$ cat src/rtl/stream_demux_pkg.sv
// Shared constants and helpers for the stream demultiplexer.
package stream_demux_pkg;

    localparam int          DROP_CNT_W   = 8;
    localparam logic [7:0]  DROP_CNT_MAX = 8'hFF;

    // Select width never collapses to zero bits, even for a single channel.
    function automatic int sel_width(input int n);
        int w;
        w = $clog2(n);
        return (w < 1) ? 1 : w;
    endfunction

endpackage

$ cat src/rtl/demux_slot.sv
// One-entry holding register for a single demux output channel.
module demux_slot #(
    parameter int WIDTH = 8
) (
    input  logic             clk,
    input  logic             rst,
    input  logic             load,
    input  logic             take,
    input  logic [WIDTH-1:0] d,
    output logic             valid,
    output logic [WIDTH-1:0] q
);

    // Load wins over take so a simultaneous refill keeps the channel streaming.
    always_ff @(posedge clk) begin
        if (rst) begin
            valid <= 1'b0;
            q     <= {WIDTH{1'b0}};
        end else if (load) begin
            valid <= 1'b1;
            q     <= d;
        end else if (take) begin
            valid <= 1'b0;
        end else begin
            valid <= valid;
        end
    end

endmodule

$ cat src/rtl/stream_demux.sv
// Registered 1:N valid/ready stream demultiplexer with per-channel holding
// slots, illegal-select drop detection and a saturating drop counter.
module stream_demux
    import stream_demux_pkg::*;
#(
    parameter  int WIDTH = 8,
    parameter  int N_OUT = 2,
    localparam int SEL_W = sel_width(N_OUT)
) (
    input  logic                   clk,
    input  logic                   rst,
    input  logic                   in_valid,
    output logic                   in_ready,
    input  logic [WIDTH-1:0]       in_data,
    input  logic [SEL_W-1:0]       in_sel,
    output logic [N_OUT-1:0]       out_valid,
    input  logic [N_OUT-1:0]       out_ready,
    output logic [N_OUT*WIDTH-1:0] out_data,
    output logic                   sel_err,
    output logic [DROP_CNT_W-1:0]  drop_cnt
);

    localparam int               SLOTS     = 1 << SEL_W;
    localparam logic [SEL_W:0]   N_OUT_EXT = (SEL_W + 1)'(N_OUT);

    logic                  sel_legal_s;
    logic                  in_ready_s;
    logic                  accept_s;
    logic                  drop_s;
    logic [N_OUT-1:0]      load_s;
    logic [N_OUT-1:0]      take_s;
    logic [SLOTS-1:0]      valid_pad_s;
    logic [SLOTS-1:0]      ready_pad_s;
    logic                  sel_err_r;
    logic [DROP_CNT_W-1:0] drop_cnt_r;

    assign sel_legal_s = ({1'b0, in_sel} < N_OUT_EXT);

    // Pad channel status to a power of two so any select value indexes safely.
    always_comb begin
        valid_pad_s = {SLOTS{1'b0}};
        ready_pad_s = {SLOTS{1'b0}};
        valid_pad_s[N_OUT-1:0] = out_valid;
        ready_pad_s[N_OUT-1:0] = out_ready;
    end

    // Ready depends only on the addressed channel; illegal selects always drain.
    always_comb begin
        in_ready_s = 1'b0;
        if (rst) begin
            in_ready_s = 1'b0;
        end else if (sel_legal_s) begin
            in_ready_s = ~valid_pad_s[in_sel] | ready_pad_s[in_sel];
        end else begin
            in_ready_s = 1'b1;
        end
    end

    assign in_ready = in_ready_s;
    assign accept_s = in_valid & in_ready_s;
    assign drop_s   = accept_s & ~sel_legal_s;

    for (genvar k = 0; k < N_OUT; k++) begin : g_slot
        assign load_s[k] = accept_s & sel_legal_s & (in_sel == SEL_W'(k));
        assign take_s[k] = out_valid[k] & out_ready[k];

        demux_slot #(
            .WIDTH (WIDTH)
        ) u_slot (
            .clk   (clk),
            .rst   (rst),
            .load  (load_s[k]),
            .take  (take_s[k]),
            .d     (in_data),
            .valid (out_valid[k]),
            .q     (out_data[k*WIDTH +: WIDTH])
        );
    end

    // Error pulse and saturating drop counter for beats with an illegal select.
    always_ff @(posedge clk) begin
        if (rst) begin
            sel_err_r  <= 1'b0;
            drop_cnt_r <= {DROP_CNT_W{1'b0}};
        end else begin
            sel_err_r <= drop_s;
            if (drop_s && (drop_cnt_r != DROP_CNT_MAX)) begin
                drop_cnt_r <= drop_cnt_r + {{(DROP_CNT_W-1){1'b0}}, 1'b1};
            end else begin
                drop_cnt_r <= drop_cnt_r;
            end
        end
    end

    assign sel_err  = sel_err_r;
    assign drop_cnt = drop_cnt_r;

endmodule

$ cat config.mk
export PLATFORM = sky130hd
export DESIGN_NAME = stream_demux
export DESIGN_NICKNAME = d
export VERILOG_FILES = /design/src/rtl/stream_demux_pkg.sv /design/src/rtl/demux_slot.sv /design/src/rtl/stream_demux.sv
export SDC_FILE = /design/constraint.sdc
export NUM_CORES = 1
export LEC_CHECK = 0
export BUFFER_PORTS_ARGS = -buffer_cell sky130_fd_sc_hd__buf_2
export CORE_ASPECT_RATIO = 1.25
export CORE_MARGIN = 5
export CORE_UTILIZATION = 45
export DETAILED_ROUTE_END_ITERATION = 7
export PLACE_DENSITY = 0.87
export REMOVE_ABC_BUFFERS = 1
export SETUP_SLACK_MARGIN = 0.5
export SLEW_MARGIN = 20
export SYNTH_ARGS = -nofsm -noshare
export SYNTH_HDL_FRONTEND = slang
export SYNTH_SLANG_ARGS = --single-unit
$ cat constraint.sdc
create_clock -name clk -period 2.5 [get_ports clk]
set_input_delay 0 -clock clk [delete_from_list [all_inputs] [get_ports clk]]
set_output_delay 0 -clock clk [all_outputs]
set_load 0.03 [all_outputs]
==> results by group, run 1 <==
Status
  • Status: finished clean

Worst setup path
  • CP arrival: between 1000 and 1500 ps
  • Crit path max-delay family: simple AND/OR/NAND/NOR gates
  • Critical path endpoint category: flop
  • CP max stage cell: nand2b_1
  • Maximum fanout along the worst path: 16
  • CP Data Required Time: around 2700 ps
  • CP Launch Type: flop
  • Crit path kind: flop to flop
  • Critical Path Max Stage Delay: between 400 and 500 ps
  • Crit-path cells: nand2b_1 > a21oi_1 > a31o_2
  • Bufs and invs on worst path: 0

Floorplanning
  • Die X: between 50 and 60 um
  • Core box area: ~2000 um2
  • Starting Density: 0.464
  • Ports: 42
  • Die area: 3030 um2
  • Die Ht: 60.3 um
  • Std-Cell Rows: 18

Pwr
  • Peak VDD IR: approximately 470 uV
  • Leak Pwr: around 0.55 nW
  • Pwr per Cell Area: 533 nW/um2
  • Total power: 0.000585 W

STA
  • Worst-Margin Slew: 604 ps
  • RSZ-0062 raised after global routing: no
  • Final hold vios: 0
  • Minimum clock period after layout: between 1000 and 1500 ps
  • Final setup fails: 0
  • Clock skew: 0.958 ps
  • Final setup TNS: 0 ps
  • Period utilisation layout: 0.493
  • Pins Over Slew Limit: 0
  • WHS: ~23 ps
  • Max_slew headroom: 0.597
  • Max frequency: approximately 0.8 GHz

Placed design
  • PortBufs: 32
  • Placed cells: between 100 and 150
  • HPWL after detailed placement: around 1.4 mm
  • RePlAce Congestion: about 0.68

Layout
  • Ant diodes: 0
  • Layout Cells excl Fill: between 100 and 150
  • Area grow syn2layout: 20.6%
  • Nets: 137
  • Core Util, Final: 0.560
  • Proportion of layout cells with a drive suffix above 1: 0.446

Synth
  • Syn avg cell area: 10.5 um2
  • Largest area contributor in the netlist: dfxtp_1
  • Mapped Area: roughly 910 um2
  • Synthesis-stage register bit count: 18
  • Cell variety after synth: 18
  • Ys Warns: 0
  • Top cells by area, synth: dfxtp_1 40%, mux2_4 13%, buf_4 9.1%
  • Mapped Cells: between 80 and 90
  • Seq/Total Area, Yosys: 0.396
  • Top-area cell type share of the netlist area: 0.396

Drt
  • Number of iterations in the first detailed-routing pass: 2
  • DR WL/cell: approximately 14 um
  • Drt initial violations: 12
  • Drt total wl: approximately 1.9 mm
  • Drt via density: slightly below 5
  • Final ANT Viol Nets: 0
  • Post-route DRC: 0
  • DR vias: between 600 and 700

Clocking
  • Clock root buffer: clkbuf_4
  • Max clock buf depth: 2
  • Max H-tree Level: 1
  • Post-CTS Setup Bufs: 0
  • Clock Sinks: 18
  • Total CTS buffers: 3
  • Clk pin slew, worst setup/hold paths: 90 ps
  • Clk_lat worst skew: 280 ps
  • CTS tree: done

Global routing
  • First-pass GRT wire length: slightly above 3 mm
  • GRT Overall Usage: 0.131
  • Initial antenna violation count: 0
  • Vias in the first global route: about 710
  • Largest net degree at the start of global routing: 22
  • GRT Residual Overflow: 0

Hold path
  • Hold Path Class: input port to flop

Job
  • Max-cap viol count: 0
==> worst paths after layout <==
check | cells after the start | start | to | slack, ps
max | 3 | g_slot[1].u_slot.valid | g_slot[1].u_slot.q[3] | 1270
min | 4 | out_ready[1] | g_slot[1].u_slot.valid | 20
max reg2reg | 3 | g_slot[1].u_slot.valid | g_slot[1].u_slot.q[3] | 1270
min reg2reg | 2 | g_slot[0].u_slot.valid | g_slot[0].u_slot.valid | 590
==> cell type report <==
class                           count  area [um2]
Clock buffer                        3        22.5
Fill cell                         186         862
Multi-Input combinational cell     60         449
Sequential cell                    18         360
Tap cell                           20        25.0
Timing Repair Buffer               40         240
==> per-stage QoR <==
stage / setup slack [ps] / cell area, um2
detailed placement: 1130 / 995
global placement: 1200 / 995
finish: 1270 / 1100
floorplan: 1100 / 810
global route: 1140 / 1100
CTS: 1260 / 1100
==> cell usage after synthesis <==
cell type / instances
nor2_1: 3
and3b_1: 1
buf_2: 1
nand2_4: 1
nor3b_4: 1
buf_6: 3
a211oi_1: 1
nor2b_1: 9
mux2_4: 8
a31o_2: 8
dfxtp_1: 18
buf_4: 11
clkbuf_2: 1
conb_1: 1
clkbuf_1: 1
a21oi_1: 8
a21oi_2: 1
nand2b_1: 10
==> worst reg2reg max path, cell delays in order, from the launching register on <==
cell and delay [ps]:
dfxtp_1 330, nand2b_1 440, a21oi_1 140, a31o_2 240
==> power by group <==
part / internal [W] / switching, W / leakage [nW]
Clock: 0.0000559 / 0.0000806 / 0.0138
Sequential: 0.000302 / 0.00000710 / 0.147
Combinational: 0.0000533 / 0.0000855 / 0.390
==> timing repair <==
item                       4_1_cts  5_1_grt
setup endpoints to repair        0        0
hold buffers                     8        0
resized for setup                0        0
hold endpoints to repair        16        0
==> metal layers <==
| metal | track usage | wire, um | vias to the layer above |
|---|---|---|---|
| met5 | 0 | 0 | - |
| met4 | 0.0449 | 48 | 0 |
| met3 | 0.0549 | 155 | 6 |
| met2 | 0.232 | 979 | 26 |
| met1 | 0.138 | 734 | 319 |
| li1 | - | - | 343 |
==> layout by cell type (no fill, tap or decap), drive strengths merged <==
master / instances
a211oi: 1
a21oi: 9
a31o: 8
and3b: 1
buf: 32
clkbuf: 3
conb: 9
dfxtp: 18
dlygate4sd3: 8
mux2: 8
nand2: 1
nand2b: 10
nor2: 3
nor2b: 9
nor3b: 1
==> registers in the layout, summed over array words and instances (netlist names) <==
register and flops:
g_slot.u_slot.valid 2, g_slot.u_slot.q 16
==> logic make-up (layout without fill, tap and decap cells) <==
family / count (synthesis) / count (layout) / share of synthesized area
AOI/OAI and AO/OA: 18 / 18 / 0.139
muxes: 8 / 8 / 0.132
buffers and inverters: 17 / 43 / 0.143
DFF: 18 / 18 / 0.396
other: 1 / 9 / 0.00412
and+or+nand+nor: 25 / 25 / 0.186
No activity file was read; power rests on OpenSTA's default activity.
==> run 2, diff against run 1 <==
- ABC_AREA: not set -> 1
- CORE_UTILIZATION: 45 -> 41
- PLACE_DENSITY: 0.87 -> 0.84
- clock period: 2.5 -> 1 ns (I/O delays scaled with it)
==> results by group, run 2 <==
Layout
  • Area grow syn2layout: 51.4%
  • FILL cells: between 150 and 200
  • Max FFs per register: 16
  • Top Registers: g_slot.u_slot.q: 16 flops, g_slot.u_slot.valid: 2 flops
  • Proportion of layout cells with a drive suffix above 1: 0.572
  • Largest reg by FF count: g_slot.u_slot.q
  • Commonest non-fill, non-tap cell in the layout: nor2_1
  • Nets: approximately 170
  • Post-route cell area: around 1400 um2
  • Ant diodes: 0
  • Commonest cells after routing, fill and taps aside: 26 x nor2_1, 21 x buf_6, 18 x dfxtp_2, 13 x buf_2, 11 x inv_1

Pwr
  • Total power: between 0.0015 and 0.002 W
  • NetSw: ~0.00054 W
  • Gate power share: 0.261
  • Leak Pwr: around 0.66 nW
  • Sw frac: 0.324
  • Sequential power share: 0.465
  • P_int: between 0.001 and 0.0015 W
  • Clk pwr share: 0.274
  • Pwr per Cell Area: 1200 nW/um2
  • Peak VDD IR: between 1000 and 1500 uV

Job
  • Max-cap viol count: 0

Synth
  • Cell variety after synth: 19
  • EDFF count, synth: 0
  • Largest family of logic cells by synthesized area: simple AND/OR/NAND/NOR gates
  • Top cells by area, synth: dfxtp_1 39%, nor2_1 14%, buf_4 11%
  • Largest area contributor in the netlist: dfxtp_1
  • Mapped Cells: 117
  • Post-Synth Adder-Cell Area: 0
  • Ys Warns: 0
  • Post-synth top cells: 33 x nor2_1, 18 x dfxtp_1, 13 x buf_4
  • Top_reg_cell synth: dfxtp_1
  • Mux contribution to synthesized area: 0
  • Seq/Total Area, Yosys: 0.393
  • Top-count cell post-synth: nor2_1
  • Post-synth ARST share: 0
  • Mapped Area: 917 um2
  • Simple-gate area share of the yosys netlist: 0.362
  • Syn avg cell area: around 8 um2
  • Top-area cell type share of the netlist area: 0.393
  • Compound-gate portion of the synthesized area: 0.0532
  • Synth Area in XOR/XNOR: 0
  • Synthesis-stage register bit count: 18

Placed design
  • PortBufs: 32
  • RePlAce Congestion: 0.794
  • HPWL after detailed placement: 1.58 mm
  • Placed cell areas: roughly 1100 um2

Global routing
  • Grt met2 use: 0.298
  • GRT Residual Overflow: 0
  • Largest net degree at the start of global routing: 12
  • Initial antenna violation count: 0
  • GRT met1 Usage: 0.179
  • GRT busiest layer: met2
  • First-pass GRT wire length: around 4.3 mm
  • GRT Overall Usage: 0.170
  • Vias in the first global route: between 900 and 1k
  • Met3 usage: 0.0382

STA
  • Final hold vios: 0
  • Max frequency: 0.880 GHz
  • Final setup TNS: -1570 ps
  • Minimum clock period after layout: roughly 1100 ps
  • RSZ-0062 raised after global routing: yes
  • Clock skew: 1.91 ps
  • PnR worst setup slack: -137 ps
  • Pins Over Slew Limit: 0
  • Final setup fails: 17
  • Period utilisation layout: 1.14
  • WHS: 49.9 ps

Clocking
  • Hold buffer count at cts: 0
  • Total CTS buffers: 3
  • Max H-tree Level: 1
  • Clock Sinks: 18
  • Clk_lat worst skew: about 300 ps
  • Clk pin slew, worst setup/hold paths: 110 ps
  • CTS tree: done
  • Max clock buf depth: 2
  • Clock root buffer: clkbuf_4

Drt
  • Number of iterations in the first detailed-routing pass: 4
  • Drt initial violations: 34
  • Final ANT Viol Nets: 0
  • DR vias: between 900 and 1k
  • Drt via density: roughly 4.8
  • Drt total wl: a little under 3 mm
  • DR WL/cell: between 15 and 20 um
  • Post-route DRC: 0

Floorplanning
  • Die area: about 3300 um2
  • Ports: 42
  • Core box area: around 2200 um2
  • Std-Cell Rows: 19
  • Die Ht: between 60 and 70 um
  • Die X: roughly 52 um
  • Starting Density: 0.424

Status
  • Failing checks: setup timing
  • Status: finished with violations

Hold path
  • Hold Path Class: input port to flop

Worst setup path
  • CP arrival: around 1300 ps
  • CP Launch Type: flop
  • CP Data Required Time: approximately 1200 ps
  • Maximum fanout along the worst path: 5
  • Crit path kind: flop to flop
  • Critical path endpoint category: flop
## run 2: power groups by stage
stage               registers, W  logic, W  clock network (W)
global route            0.000780  0.000464           0.000498
floorplan               0.000840  0.000155                  0
global placement        0.000778  0.000318                  0
finish                  0.000776  0.000436           0.000458
detailed placement      0.000779  0.000325                  0
CTS                     0.000774  0.000391           0.000454
## run 2: per-layer routing
layer | vias up | wire length [um]
li1 | 439 | -
met1 | 420 | 991
met2 | 48 | 1610
met3 | 12 | 239
met4 | 0 | 131
met5 | - | 0
## run 2: repair_timing
| item | in CTS | in global routing |
|---|---|---|
| setup buffers | 4 | 3 |
| endpoints found under the setup margin | 37 | 37 |
| pin swaps | 8 | 7 |
| gates resized for setup | 58 | 18 |
| endpoints found under the hold margin | 0 | 0 |
| gates cloned | 2 | 1 |
## run 2: critical path, cell delays in order (launching register included)
cell     delay, ps
dfxtp_2        370
nand2_4        100
buf_4          160
nand4_4        110
nor2_2          50
a21oi_1        180
nor2_1          60
## run 2: kinds of logic after synthesis
| kind of cell | after synthesis |
|---|---|
| flip-flops | 18 |
| other | 1 |
| AND/OR/NAND/NOR | 60 |
| AO/OA/AOI/OAI | 9 |
| buffers and inverters | 29 |
## run 2: stage by stage
stage	setup slack [ps]	util	cells
finish	-137	0.642	190
global route	-235	0.642	190
CTS	-62.3	0.602	186
detailed placement	-73.6	0.486	176
global placement	-17.7	0.486	176
floorplan	-289	-	109
## run 2: path summary, 6_finish.rpt
kind	from	end	slack [ps]	cells past startpoint
min reg2reg	g_slot[1].u_slot.q[4]	g_slot[1].u_slot.q[4]	490	2
max	g_slot[0].u_slot.valid	g_slot[0].u_slot.q[6]	-140	6
max reg2reg	g_slot[0].u_slot.valid	g_slot[0].u_slot.q[6]	-140	6
min	in_data[5]	g_slot[1].u_slot.q[5]	50	5
## run 2: layout make-up
class / count / area (um2) / share of cell area
multi-input combinational: 81 / 513 / 0.369
sequential: 18 / 383 / 0.276
timing repair buffer: 43 / 369 / 0.266
inverter: 13 / 48.8 / 0.0351
tap: 31 / 38.8 / 0.0279
clock buffer: 4 / 36.3 / 0.0261
==> run 3, diff against run 2 <==
- CORE_UTILIZATION: 41 -> 45
- PLACE_DENSITY: 0.84 -> 0.87
- clock period: 1 -> 1.3 ns (I/O delays scaled with it)
==> results by group, run 3 (synthesis results as in run 2) <==
Clocking
  • Max H-tree Level: 1
  • Clock Sinks: 18
  • Max clock buf depth: 2
  • Total CTS buffers: 3
  • CTS tree: done
  • Clk_lat worst skew: about 290 ps
  • Clock root buffer: clkbuf_4
  • Hold buffer count at cts: 0
  • Clk pin slew, worst setup/hold paths: between 100 and 150 ps

Worst setup path
  • Reg2reg path depth: 5
  • Maximum fanout along the worst path: 9
  • Critical path endpoint category: flop
  • CP Data Required Time: approximately 1500 ps
  • Crit path kind: flop to flop
  • CP Launch Type: flop
  • CP arrival: 1370 ps

Floorplanning
  • Die Ht: a little over 60 um
  • Ports: 42
  • Core box area: between 1500 and 2000 um2
  • Std-Cell Rows: 18
  • Die area: around 3000 um2
  • Starting Density: 0.468
  • Die X: ~50 um

STA
  • Period utilisation layout: 0.887
  • Clock skew: 3.85 ps
  • Final setup TNS: 0 ps
  • Final hold vios: 0
  • Minimum clock period after layout: 1150 ps
  • Max frequency: 0.867 GHz
  • Pins Over Slew Limit: 0
  • RSZ-0062 raised after global routing: yes
  • Final setup fails: 0
  • PnR worst setup slack: 147 ps

Layout
  • Core Util, Final: 0.658
  • Top Registers: g_slot.u_slot.q: 16 flops, g_slot.u_slot.valid: 2 flops
  • Proportion of layout cells with a drive suffix above 1: 0.526
  • Layout Cells excl Fill: between 150 and 200
  • Area grow syn2layout: 40.5%
  • Commonest cells after routing, fill and taps aside: 29 x nor2_1, 20 x buf_6, 17 x dfxtp_2, 13 x buf_2, 11 x inv_1
  • Max FFs per register: 16
  • Largest reg by FF count: g_slot.u_slot.q
  • Commonest non-fill, non-tap cell in the layout: nor2_1
  • Ant diodes: 0
  • Nets: around 170

Placed design
  • PortBufs: 32
  • Placed cells: 161
  • HPWL after detailed placement: 1.48 mm
  • Pre-CTS setup slack: between 150 and 200 ps
  • RePlAce Congestion: between 0.7 and 0.8

Drt
  • DR vias: 876
  • Number of iterations in the first detailed-routing pass: 4
  • Post-route DRC: 0
  • Drt via density: around 5.1
  • Final ANT Viol Nets: 0
  • Drt initial violations: 20
  • DR WL/cell: between 10 and 15 um
  • Drt total wl: 2.43 mm

Job
  • Max-cap viol count: 0

Status
  • Status: finished clean

Hold path
  • WHS Path Cells: 2
  • Hold Path Class: input port to flop

Global routing
  • Vias in the first global route: ~740
  • Initial antenna violation count: 0
  • GRT Residual Overflow: 0
  • Largest net degree at the start of global routing: 18
  • First-pass GRT wire length: approximately 3.3 mm
  • GRT Overall Usage: 0.137

Pwr
  • Total power: about 0.0012 W
  • Leak Pwr: 0.629 nW
  • Peak VDD IR: around 740 uV
  • Pwr per Cell Area: 968 nW/um2
[run 3: cell count changes in the layout (fill, tap and decap cells not counted), sizes merged]
cell	change
buf	-7
clkbuf	+1
nand4	-1
[run 3: what timing repair did]
action	CTS	global route
pin swaps	2	5
endpoints found under the setup margin	37	34
endpoints found under the hold margin	0	0
cloned	0	2
resized for setup	44	24
setup buffers	2	3
[run 3: routing by layer]
metal	GRT usage	wire [um]	up-vias
li1	-	-	422
met1	0.170	879	401
met2	0.241	1290	51
met3	0.0295	248	2
met4	0.0328	13	0
met5	0	0	-
[run 3: where the power goes]
part | internal [W] | leakage [nW] | switching, W | total [W]
registers | 0.000578 | 0.155 | 0.0000180 | 0.000596
logic | 0.000104 | 0.453 | 0.000200 | 0.000304
clock network | 0.000171 | 0.0210 | 0.000177 | 0.000348
total | 0.000853 | 0.629 | 0.000395 | 0.00125
[run 3: layout make-up]
cell class,count,area (um2)
timing repair buffer,37,320
tap,20,25.0
multi-input combinational,80,473
inverter,13,48.8
clock buffer,4,36.3
sequential,18,385
fill,155,671
[run 3: worst max-delay path, stage by stage, from the launching register on]
cell and delay [ps]:
dfxtp_4 370, nand2_4 110, nand4_4 190, nor2_1 170
a21oi_1 70, nor2_1 160
[run 3: final timing paths]
path / start / end / slack [ps]
max: g_slot[0].u_slot.valid / g_slot[0].u_slot.q[1] / 150
min: rst / g_slot[0].u_slot.q[0] / 30
max reg2reg: g_slot[0].u_slot.valid / g_slot[0].u_slot.q[1] / 150
min reg2reg: g_slot[1].u_slot.q[1] / g_slot[1].u_slot.q[1] / 490
[run 3: metrics by stage]
step	hold WS (ps)	cell area [um2]
floorplan	66.9	823
global placement	322	1010
detailed placement	330	1010
CTS	14.0	1180
global route	24.6	1290
finish	33.5	1290
